## src/rtl/wb_rst_seq_pkg.sv

```systemverilog
// Shared definitions for the Wishbone reset sequencer: FSM state codes,
// reset-cause codes, register word offsets and a byte-lane merge helper.
package wb_rst_seq_pkg;

  // FSM state encoding (also visible in STATUS[9:8])
  localparam logic [1:0] ST_ASSERT  = 2'd0;
  localparam logic [1:0] ST_RELEASE = 2'd1;
  localparam logic [1:0] ST_DONE    = 2'd2;

  // Reason for the most recent reset sequence (STATUS[13:12])
  typedef enum logic [1:0] {
    CAUSE_POR  = 2'd0,
    CAUSE_EXT  = 2'd1,
    CAUSE_SOFT = 2'd2,
    CAUSE_WDT  = 2'd3
  } cause_e;

  // Register word addresses (byte offset >> 2)
  localparam logic [1:0] ADR_CTRL   = 2'd0;
  localparam logic [1:0] ADR_STATUS = 2'd1;
  localparam logic [1:0] ADR_DELAY  = 2'd2;
  localparam logic [1:0] ADR_WDOG   = 2'd3;

  // Replace the byte lanes of old_word selected by sel with those of new_word
  function automatic logic [31:0] byte_merge(input logic [31:0] old_word,
                                             input logic [31:0] new_word,
                                             input logic [3:0]  sel);
    logic [31:0] res;
    res = old_word;
    for (int b = 0; b < 4; b++) begin
      if (sel[b]) res[b*8 +: 8] = new_word[b*8 +: 8];
    end
    return res;
  endfunction

endpackage

```

## src/rtl/rst_sync.sv

```systemverilog
// Two-flop reset synchroniser: asserts asynchronously with rst_n low,
// releases sync_n two clock edges after rst_n rises.
module rst_sync (
  input  logic clk,
  input  logic rst_n,
  output logic sync_n
);

  logic meta;

  // Shift a constant 1 through two flops; both clear immediately on rst_n low
  always_ff @(posedge clk or negedge rst_n) begin
    if (!rst_n) begin
      meta   <= 1'b0;
      sync_n <= 1'b0;
    end else begin
      meta   <= 1'b1;
      sync_n <= meta;
    end
  end

endmodule

```

## src/rtl/wb_rst_seq.sv

```systemverilog
// Wishbone-controlled reset sequencer. Holds all rst_o high, then releases
// channel 0, 1, ... one at a time with DELAY+1 cycles per stage.
// Optional watchdog retrigger is compiled in with WB_RST_SEQ_WDT_EN.
//
// Bus handshake: a request is taken on any cycle where cyc & stb are high
// and ack is low; ack is then high for exactly one cycle (with registered
// read data), so at most one transfer completes every two cycles.
module wb_rst_seq
  import wb_rst_seq_pkg::*;
#(
  parameter int NUM_RST   = 3,
  parameter int CNT_W     = 8,
  parameter int STAGE_DLY = 16
) (
  input  logic               wb_clk_i,
  input  logic               reset_n,
  input  logic               ext_rst_i,
  input  logic [1:0]         wb_adr_i,
  input  logic [31:0]        wb_dat_i,
  input  logic [3:0]         wb_sel_i,
  input  logic               wb_we_i,
  input  logic               wb_cyc_i,
  input  logic               wb_stb_i,
  output logic [31:0]        wb_dat_o,
  output logic               wb_ack_o,
  output logic [NUM_RST-1:0] rst_o,
  output logic               done_o
);

  localparam int IDX_W = (NUM_RST > 1) ? $clog2(NUM_RST) : 1;
  localparam logic [IDX_W-1:0] LAST_IDX = IDX_W'(NUM_RST - 1);

  logic               sync_n;
  logic [1:0]         state;
  logic [IDX_W-1:0]   idx;
  logic [CNT_W-1:0]   cnt;
  logic [NUM_RST-1:0] rst_fsm;
  logic [NUM_RST-1:0] hold;
  logic [CNT_W-1:0]   delay;
  cause_e             cause;
  logic               wb_req, wr_en, rd_en;
  logic               soft_trig, wdt_trig, trigger;
  logic [31:0]        delay_merged;
  logic [31:0]        rd_data;

  rst_sync u_rst_sync (
    .clk    (wb_clk_i),
    .rst_n  (reset_n),
    .sync_n (sync_n)
  );

  assign wb_req    = wb_cyc_i & wb_stb_i & ~wb_ack_o;
  assign wr_en     = wb_req & wb_we_i;
  assign rd_en     = wb_req & ~wb_we_i;
  assign soft_trig = wr_en && (wb_adr_i == ADR_CTRL) && wb_sel_i[0] && wb_dat_i[0];
  assign trigger   = ext_rst_i | soft_trig | wdt_trig;

  assign delay_merged = byte_merge(32'(delay), wb_dat_i, wb_sel_i);

  // Sequencer FSM; a trigger (or a not-yet-synchronised reset) restarts it
  always_ff @(posedge wb_clk_i or negedge reset_n) begin
    if (!reset_n) begin
      state   <= ST_ASSERT;
      idx     <= '0;
      cnt     <= '0;
      rst_fsm <= '1;
    end else if (!sync_n || trigger) begin
      state   <= ST_ASSERT;
      idx     <= '0;
      cnt     <= delay;
      rst_fsm <= '1;
    end else begin
      case (state)
        ST_ASSERT: begin
          if (cnt == '0) begin
            state   <= ST_RELEASE;
            idx     <= '0;
            cnt     <= delay;
            rst_fsm <= rst_fsm << 1;
          end else begin
            cnt <= cnt - CNT_W'(1);
          end
        end
        ST_RELEASE: begin
          if (cnt != '0) begin
            cnt <= cnt - CNT_W'(1);
          end else if (idx == LAST_IDX) begin
            state <= ST_DONE;
          end else begin
            idx     <= idx + IDX_W'(1);
            cnt     <= delay;
            rst_fsm <= rst_fsm << 1;
          end
        end
        ST_DONE: begin
          state <= ST_DONE;
        end
        default: state <= ST_ASSERT;
      endcase
    end
  end

  // Record why the latest sequence started; external reset has priority
  always_ff @(posedge wb_clk_i or negedge reset_n) begin
    if (!reset_n) begin
      cause <= CAUSE_POR;
    end else if (ext_rst_i) begin
      cause <= CAUSE_EXT;
    end else if (soft_trig) begin
      cause <= CAUSE_SOFT;
    end else if (wdt_trig) begin
      cause <= CAUSE_WDT;
    end
  end

  // HOLD mask and DELAY registers; only reset_n clears them
  always_ff @(posedge wb_clk_i or negedge reset_n) begin
    if (!reset_n) begin
      hold  <= '0;
      delay <= CNT_W'(STAGE_DLY);
    end else if (wr_en) begin
      if (wb_adr_i == ADR_CTRL && wb_sel_i[1]) hold <= wb_dat_i[8 +: NUM_RST];
      if (wb_adr_i == ADR_DELAY) delay <= delay_merged[CNT_W-1:0];
    end
  end

`ifdef WB_RST_SEQ_WDT_EN
  logic [CNT_W-1:0] wdog_reload;
  logic             wdog_en;
  logic [CNT_W-1:0] wdog_cnt;
  logic [31:0]      wdog_word;
  logic [31:0]      wdog_merged;

  always_comb begin
    wdog_word              = '0;
    wdog_word[CNT_W-1:0]   = wdog_reload;
    wdog_word[31]          = wdog_en;
  end

  assign wdog_merged = byte_merge(wdog_word, wb_dat_i, wb_sel_i);
  assign wdt_trig    = wdog_en && (state == ST_DONE) && (wdog_cnt == '0);

  // Watchdog: reload on any WDOG write, count down only while DONE
  always_ff @(posedge wb_clk_i or negedge reset_n) begin
    if (!reset_n) begin
      wdog_reload <= '0;
      wdog_en     <= 1'b0;
      wdog_cnt    <= '0;
    end else if (wr_en && wb_adr_i == ADR_WDOG) begin
      wdog_reload <= wdog_merged[CNT_W-1:0];
      wdog_en     <= wdog_merged[31];
      wdog_cnt    <= wdog_merged[CNT_W-1:0];
    end else if (wdog_en && state == ST_DONE) begin
      if (wdog_cnt == '0) wdog_en <= 1'b0;
      else                wdog_cnt <= wdog_cnt - CNT_W'(1);
    end
  end
`else
  assign wdt_trig = 1'b0;
`endif

  // Register read mux; unused bits are zero
  always_comb begin
    rd_data = '0;
    case (wb_adr_i)
      ADR_CTRL: rd_data[8 +: NUM_RST] = hold;
      ADR_STATUS: begin
        rd_data[NUM_RST-1:0] = rst_o;
        rd_data[9:8]         = state;
        rd_data[13:12]       = cause;
        rd_data[16]          = done_o;
      end
      ADR_DELAY: rd_data[CNT_W-1:0] = delay;
      ADR_WDOG: begin
`ifdef WB_RST_SEQ_WDT_EN
        rd_data[CNT_W-1:0] = wdog_reload;
        rd_data[31]        = wdog_en;
`endif
      end
      default: rd_data = '0;
    endcase
  end

  // One-cycle ack with registered read data
  always_ff @(posedge wb_clk_i or negedge reset_n) begin
    if (!reset_n) begin
      wb_ack_o <= 1'b0;
      wb_dat_o <= '0;
    end else begin
      wb_ack_o <= wb_req;
      if (wb_req) wb_dat_o <= wb_we_i ? 32'h0 : rd_data;
    end
  end

  assign rst_o  = rst_fsm | hold;
  assign done_o = (state == ST_DONE);

  logic unused_bits;
  assign unused_bits = ^{wb_dat_i, wb_sel_i, delay_merged};

endmodule

```

## config.mk

```make
export PLATFORM = sky130hd
export DESIGN_NAME = wb_rst_seq
export DESIGN_NICKNAME = d
export VERILOG_FILES = /design/src/rtl/wb_rst_seq_pkg.sv /design/src/rtl/rst_sync.sv /design/src/rtl/wb_rst_seq.sv
export SDC_FILE = /design/constraint.sdc
export NUM_CORES = 1
export LEC_CHECK = 0
export CORE_MARGIN = 4
export CORE_UTILIZATION = 43
export CTS_BUF_LIST = sky130_fd_sc_hd__clkbuf_2
export DETAILED_ROUTE_END_ITERATION = 7
export HOLD_SLACK_MARGIN = 0.15
export PLACE_DENSITY = 0.9
export SLEW_MARGIN = 0
export SYNTH_ARGS = -nofsm -noshare
export SYNTH_HDL_FRONTEND = slang
export SYNTH_SLANG_ARGS = --single-unit
```

## constraint.sdc

```tcl
create_clock -name wb_clk_i -period 2.1 [get_ports wb_clk_i]
set_input_delay 0.63 -clock wb_clk_i [delete_from_list [all_inputs] [get_ports wb_clk_i]]
set_output_delay 0.63 -clock wb_clk_i [all_outputs]
set_load 0.02 [all_outputs]
```

==> report_table.html <==
<table>
<tr><th>Metric</th><th>Value</th></tr>
<tr><th colspan="2">Floorplan</th></tr>
<tr><td>Width of the chip</td><td>roughly 84 um</td></tr>
<tr><td>Site Rows</td><td>27</td></tr>
<tr><td>Die footprint</td><td>around 0.0070 mm^2</td></tr>
<tr><td>Io pins</td><td>between 80 and 90</td></tr>
<tr><td>Initial core utilization</td><td>0.446</td></tr>
<tr><td>Core region area</td><td>approximately 0.0055 mm^2</td></tr>
<tr><td>Die extent in y</td><td>roughly 84 um</td></tr>
<tr><th colspan="2">Timing</th></tr>
<tr><td>Skew final</td><td>approximately 0.0072 ns</td></tr>
<tr><td>Setup repair after global routing missed its margin</td><td>false</td></tr>
<tr><td>Number of hold-slack violations in the final timing report</td><td>0</td></tr>
<tr><td>Worst Setup Slack, final</td><td>0.0920 ns</td></tr>
<tr><td>Total negative setup slack</td><td>0 ns</td></tr>
<tr><td>Setup-violating endpoint count in the final report</td><td>0</td></tr>
<tr><td>Highest attainable clock frequency</td><td>about 500 MHz</td></tr>
<tr><td>Final worst-path cycle share</td><td>0.956</td></tr>
<tr><td>Max Slew Vio Count</td><td>0</td></tr>
<tr><td>Headroom to the max-slew limit</td><td>0.625</td></tr>
<tr><td>Final period demand of the worst path</td><td>2.01 ns</td></tr>
<tr><td>Smallest hold slack</td><td>0.162 ns</td></tr>
<tr><td>Slew at the pin closest to its max-slew limit</td><td>between 0.5 and 0.6 ns</td></tr>
<tr><th colspan="2">GRT</th></tr>
<tr><td>Initial antenna violation count</td><td>0</td></tr>
<tr><td>Global routing usage summed across all routing layers</td><td>0.165</td></tr>
<tr><td>Number of global-route vias before repair</td><td>between 1500 and 2000</td></tr>
<tr><td>Global-route congestion overflow total</td><td>0</td></tr>
<tr><td>First-pass GRT wire length</td><td>approximately 9.3 mm</td></tr>
<tr><td>Maximum number of pins on one net before global-route repair</td><td>24</td></tr>
<tr><th colspan="2">Drt</th></tr>
<tr><td>Via count</td><td>1938</td></tr>
<tr><td>Average wire length per cell after detail routing</td><td>between 15 and 20 um</td></tr>
<tr><td>1st-pass router iterations</td><td>4</td></tr>
<tr><td>Drc violations</td><td>0</td></tr>
<tr><td>Via density per instance</td><td>5.14</td></tr>
<tr><td>Post-route ant nets</td><td>0</td></tr>
<tr><td>Sum of routed wire length over all layers</td><td>5.75 mm</td></tr>
<tr><td>Iteration-0 DRC Markers</td><td>~110</td></tr>
<tr><th colspan="2">Worst setup path</th></tr>
<tr><td>Startpoint of the most critical register-to-register path</td><td>state[1]$_DFFE_PN0P_</td></tr>
<tr><td>Reg-to-reg setup timing slack</td><td>0.09 ns</td></tr>
<tr><td>Arrival time at the worst endpoint</td><td>around 2.4 ns</td></tr>
<tr><td>Cell with the biggest individual delay on the critical path</td><td>sky130_fd_sc_hd__or4_1</td></tr>
<tr><td>Ordered list of cells on the worst path</td><td>inv_1 &gt; ha_1 &gt; or2_1 &gt; and3_1 &gt; or4_1 &gt; a2bb2oi_2</td></tr>
<tr><td>Worst Reg2Reg Path Length in Cells</td><td>6</td></tr>
<tr><td>Reg-to-reg endpoint</td><td>cnt[2]$_DFFE_PN0P_</td></tr>
<tr><td>Type of origin of the critical path</td><td>flip-flop</td></tr>
<tr><td>Maximum fanout encountered on the critical timing path</td><td>5</td></tr>
<tr><td>Delay of the slowest critical-path stage</td><td>between 0.5 and 0.6 ns</td></tr>
<tr><td>Worst setup path category</td><td>flip-flop to flip-flop</td></tr>
<tr><td>Worst endpoint required time</td><td>between 2 and 2.5 ns</td></tr>
<tr><td>Category of the worst setup path capture point</td><td>flip-flop</td></tr>
<tr><th colspan="2">Yosys</th></tr>
<tr><td>Total of warnings raised by yosys</td><td>0</td></tr>
<tr><td>Seq/Total Area, Yosys</td><td>0.461</td></tr>
<tr><td>Gate Count Post-Synth</td><td>roughly 240</td></tr>
<tr><td>Netlist area before placement</td><td>0.00245 mm^2</td></tr>
<tr><td>EDFF count, synth</td><td>0</td></tr>
<tr><td>Proportion of register bits with asynchronous set or reset after synthesis</td><td>1.00</td></tr>
<tr><td>Unique masters post-synth</td><td>between 50 and 60</td></tr>
<tr><td>Post-Synthesis Mean Instance Area</td><td>approximately 10 um^2</td></tr>
<tr><td>Synth Flop Type</td><td>sky130_fd_sc_hd__dfrtp_1</td></tr>
<tr><td>Number of register bits inferred by synthesis</td><td>45</td></tr>
<tr><th colspan="2">Layout</th></tr>
<tr><td>Final core utilization</td><td>0.573</td></tr>
<tr><td>Final antenna diode count</td><td>0</td></tr>
<tr><td>Fraction of layout instances using a drive strength above 1</td><td>0.226</td></tr>
<tr><td>Number of nets in the final layout</td><td>358</td></tr>
<tr><td>Fin cells</td><td>between 300 and 400</td></tr>
<tr><td>Commonest non-fill, non-tap cells in the layout</td><td>41 x sky130_fd_sc_hd__dfrtp_1, 31 x sky130_fd_sc_hd__nand2_1, 30 x sky130_fd_sc_hd__buf_4</td></tr>
<tr><td>Area grow syn2layout</td><td>28.6%</td></tr>
<tr><td>Most frequent standard cell in the layout excluding fill and tap cells</td><td>sky130_fd_sc_hd__dfrtp_1</td></tr>
<tr><td>Total non-filler cell area in the finished layout</td><td>approximately 0.0032 mm^2</td></tr>
<tr><th colspan="2">Clock tree</th></tr>
<tr><td>TritonCTS clock tree</td><td>built</td></tr>
<tr><td>Count of hold-fix buffers inserted at cts</td><td>0</td></tr>
<tr><td>Clock sink count</td><td>45</td></tr>
<tr><td>Clock transition at path regs</td><td>roughly 0.22 ns</td></tr>
<tr><td>Clock latency at the later pin of the worst-skew pair</td><td>around 0.42 ns</td></tr>
<tr><td>Clock tree root driver cell</td><td>sky130_fd_sc_hd__clkbuf_2</td></tr>
<tr><td>Cts bufs inserted</td><td>5</td></tr>
<tr><td>Buffers from clock root to sink, at most</td><td>2</td></tr>
<tr><td>Number of H-tree levels</td><td>2</td></tr>
<tr><th colspan="2">Pwr</th></tr>
<tr><td>Total leakage power</td><td>roughly 1.7 nW</td></tr>
<tr><td>VDD IR max</td><td>between 0.0003 and 0.0004 V</td></tr>
<tr><td>Total power</td><td>~2.1 mW</td></tr>
<tr><td>Ratio of total power to cell area</td><td>around 670 mW/mm^2</td></tr>
<tr><th colspan="2">Place</th></tr>
<tr><td>Placed instance area</td><td>around 0.0030 mm^2</td></tr>
<tr><td>Minimum setup slack after placement</td><td>-0.197 ns</td></tr>
<tr><td>Number of buffers inserted by port buffering</td><td>39</td></tr>
<tr><td>Total placed cells including tap cells</td><td>between 300 and 400</td></tr>
<tr><td>HPWL after detailed placement</td><td>roughly 4.4 mm</td></tr>
<tr><td>Final weighted congestion of routability-driven global placement</td><td>approximately 0.94</td></tr>
<tr><th colspan="2">Run</th></tr>
<tr><td>Number of violations of the max-capacitance limit</td><td>0</td></tr>
<tr><th colspan="2">Status</th></tr>
<tr><td>Run status</td><td>complete, no violations</td></tr>
<tr><th colspan="2">Min path</th></tr>
<tr><td>Worst hold-check path type</td><td>input port to async pin</td></tr>
</table>
-- per-layer routing --
layer  GRT usage  vias up  part of all wire  wire, um
met5           0        -                 0         0
met4      0.0541        0             0.022       124
met3      0.0365       10             0.045       257
met2       0.282       54              0.50      2850
met1       0.208      929              0.44      2510
li1            -      945                 -         -
-- flip-flops by register name (all words and copies together) (netlist names) --
signal and flops:
cause 2, idx 2, hold 3, state 2
u_rst_sync.sync_n 1, wb_dat_o 14, u_rst_sync.meta 1, delay 8
wb_ack_o 1, rst_fsm 3, cnt 8
-- cell families after synthesis --
family,count (synthesis),synth area share
AO/OA/AOI/OAI,58,0.175
buffers and inverters,38,0.0923
other,2,0.00306
multiplexers,12,0.0541
adder cells (fa/ha/maj),10,0.0510
flip-flops,45,0.461
AND/OR/NAND/NOR,71,0.164
-- cell type report --
| cell class | instances | area, um^2 |
|---|---|---|
| clock buffers | 6 | 30.0 |
| fillers | 451 | 2350 |
| well taps | 72 | 90.1 |
| inverters | 11 | 41.3 |
| clock inverters | 2 | 33.8 |
| flip-flops and latches | 45 | 1130 |
| repair buffers | 71 | 664 |
| multi-input cells | 170 | 1160 |
-- worst max-delay path, delay by kind of cell (launching register included) --
family | cells | cell delay [ns]
AND/OR/NAND/NOR | 3 | 0.96
flip-flops | 1 | 0.49
adder cells (fa/ha/maj) | 1 | 0.24
AO/OA/AOI/OAI | 1 | 0.16
buffers and inverters | 1 | 0.11
-- synth_stat cells (all sizes together), types with 5 or more instances --
cell | instances | area share
dfrtp | 41 | 0.42
nor2 | 5 | 0.0076
ha | 10 | 0.051
buf | 21 | 0.066
a211oi | 5 | 0.015
clkbuf | 6 | 0.0092
a22o | 6 | 0.021
o21ai | 14 | 0.029
inv | 11 | 0.017
mux2 | 10 | 0.046
a21oi | 6 | 0.012
nand2 | 31 | 0.047
-- worst max-delay path by stage --
stage,start,to,slack (ns)
6_report,state[1]$_DFFE_PN0P_,cnt[2]$_DFFE_PN0P_,0.09
5_1_grt,state[1]$_DFFE_PN0P_,cnt[2]$_DFFE_PN0P_,0.01
4_1_cts,wb_dat_o[12]$_DFFE_PN0N_,wb_dat_o[12],0.004
3_5_place_dp,wb_adr_i[0],cnt[7]$_DFFE_PN0P_,-0.20
3_3_place_gp,wb_adr_i[0],cnt[7]$_DFFE_PN0P_,-0.15
2_1_floorplan,state[1]$_DFFE_PN0P_,cnt[2]$_DFFE_PN0P_,0.12
-- report_power, final --
part	switching (mW)	internal, mW	total (mW)
clock	0.277	0.203	0.480
combinational	0.285	0.294	0.579
sequential	0.0940	0.959	1.05
-- repair_timing --
item                                    CTS  global route
resized for setup                        12            19
endpoints found under the setup margin    5            25
pin swaps                                 0             1
setup buffers                             4             3
endpoints found under the hold margin     0             0
Power figures use the tool's default switching activity.
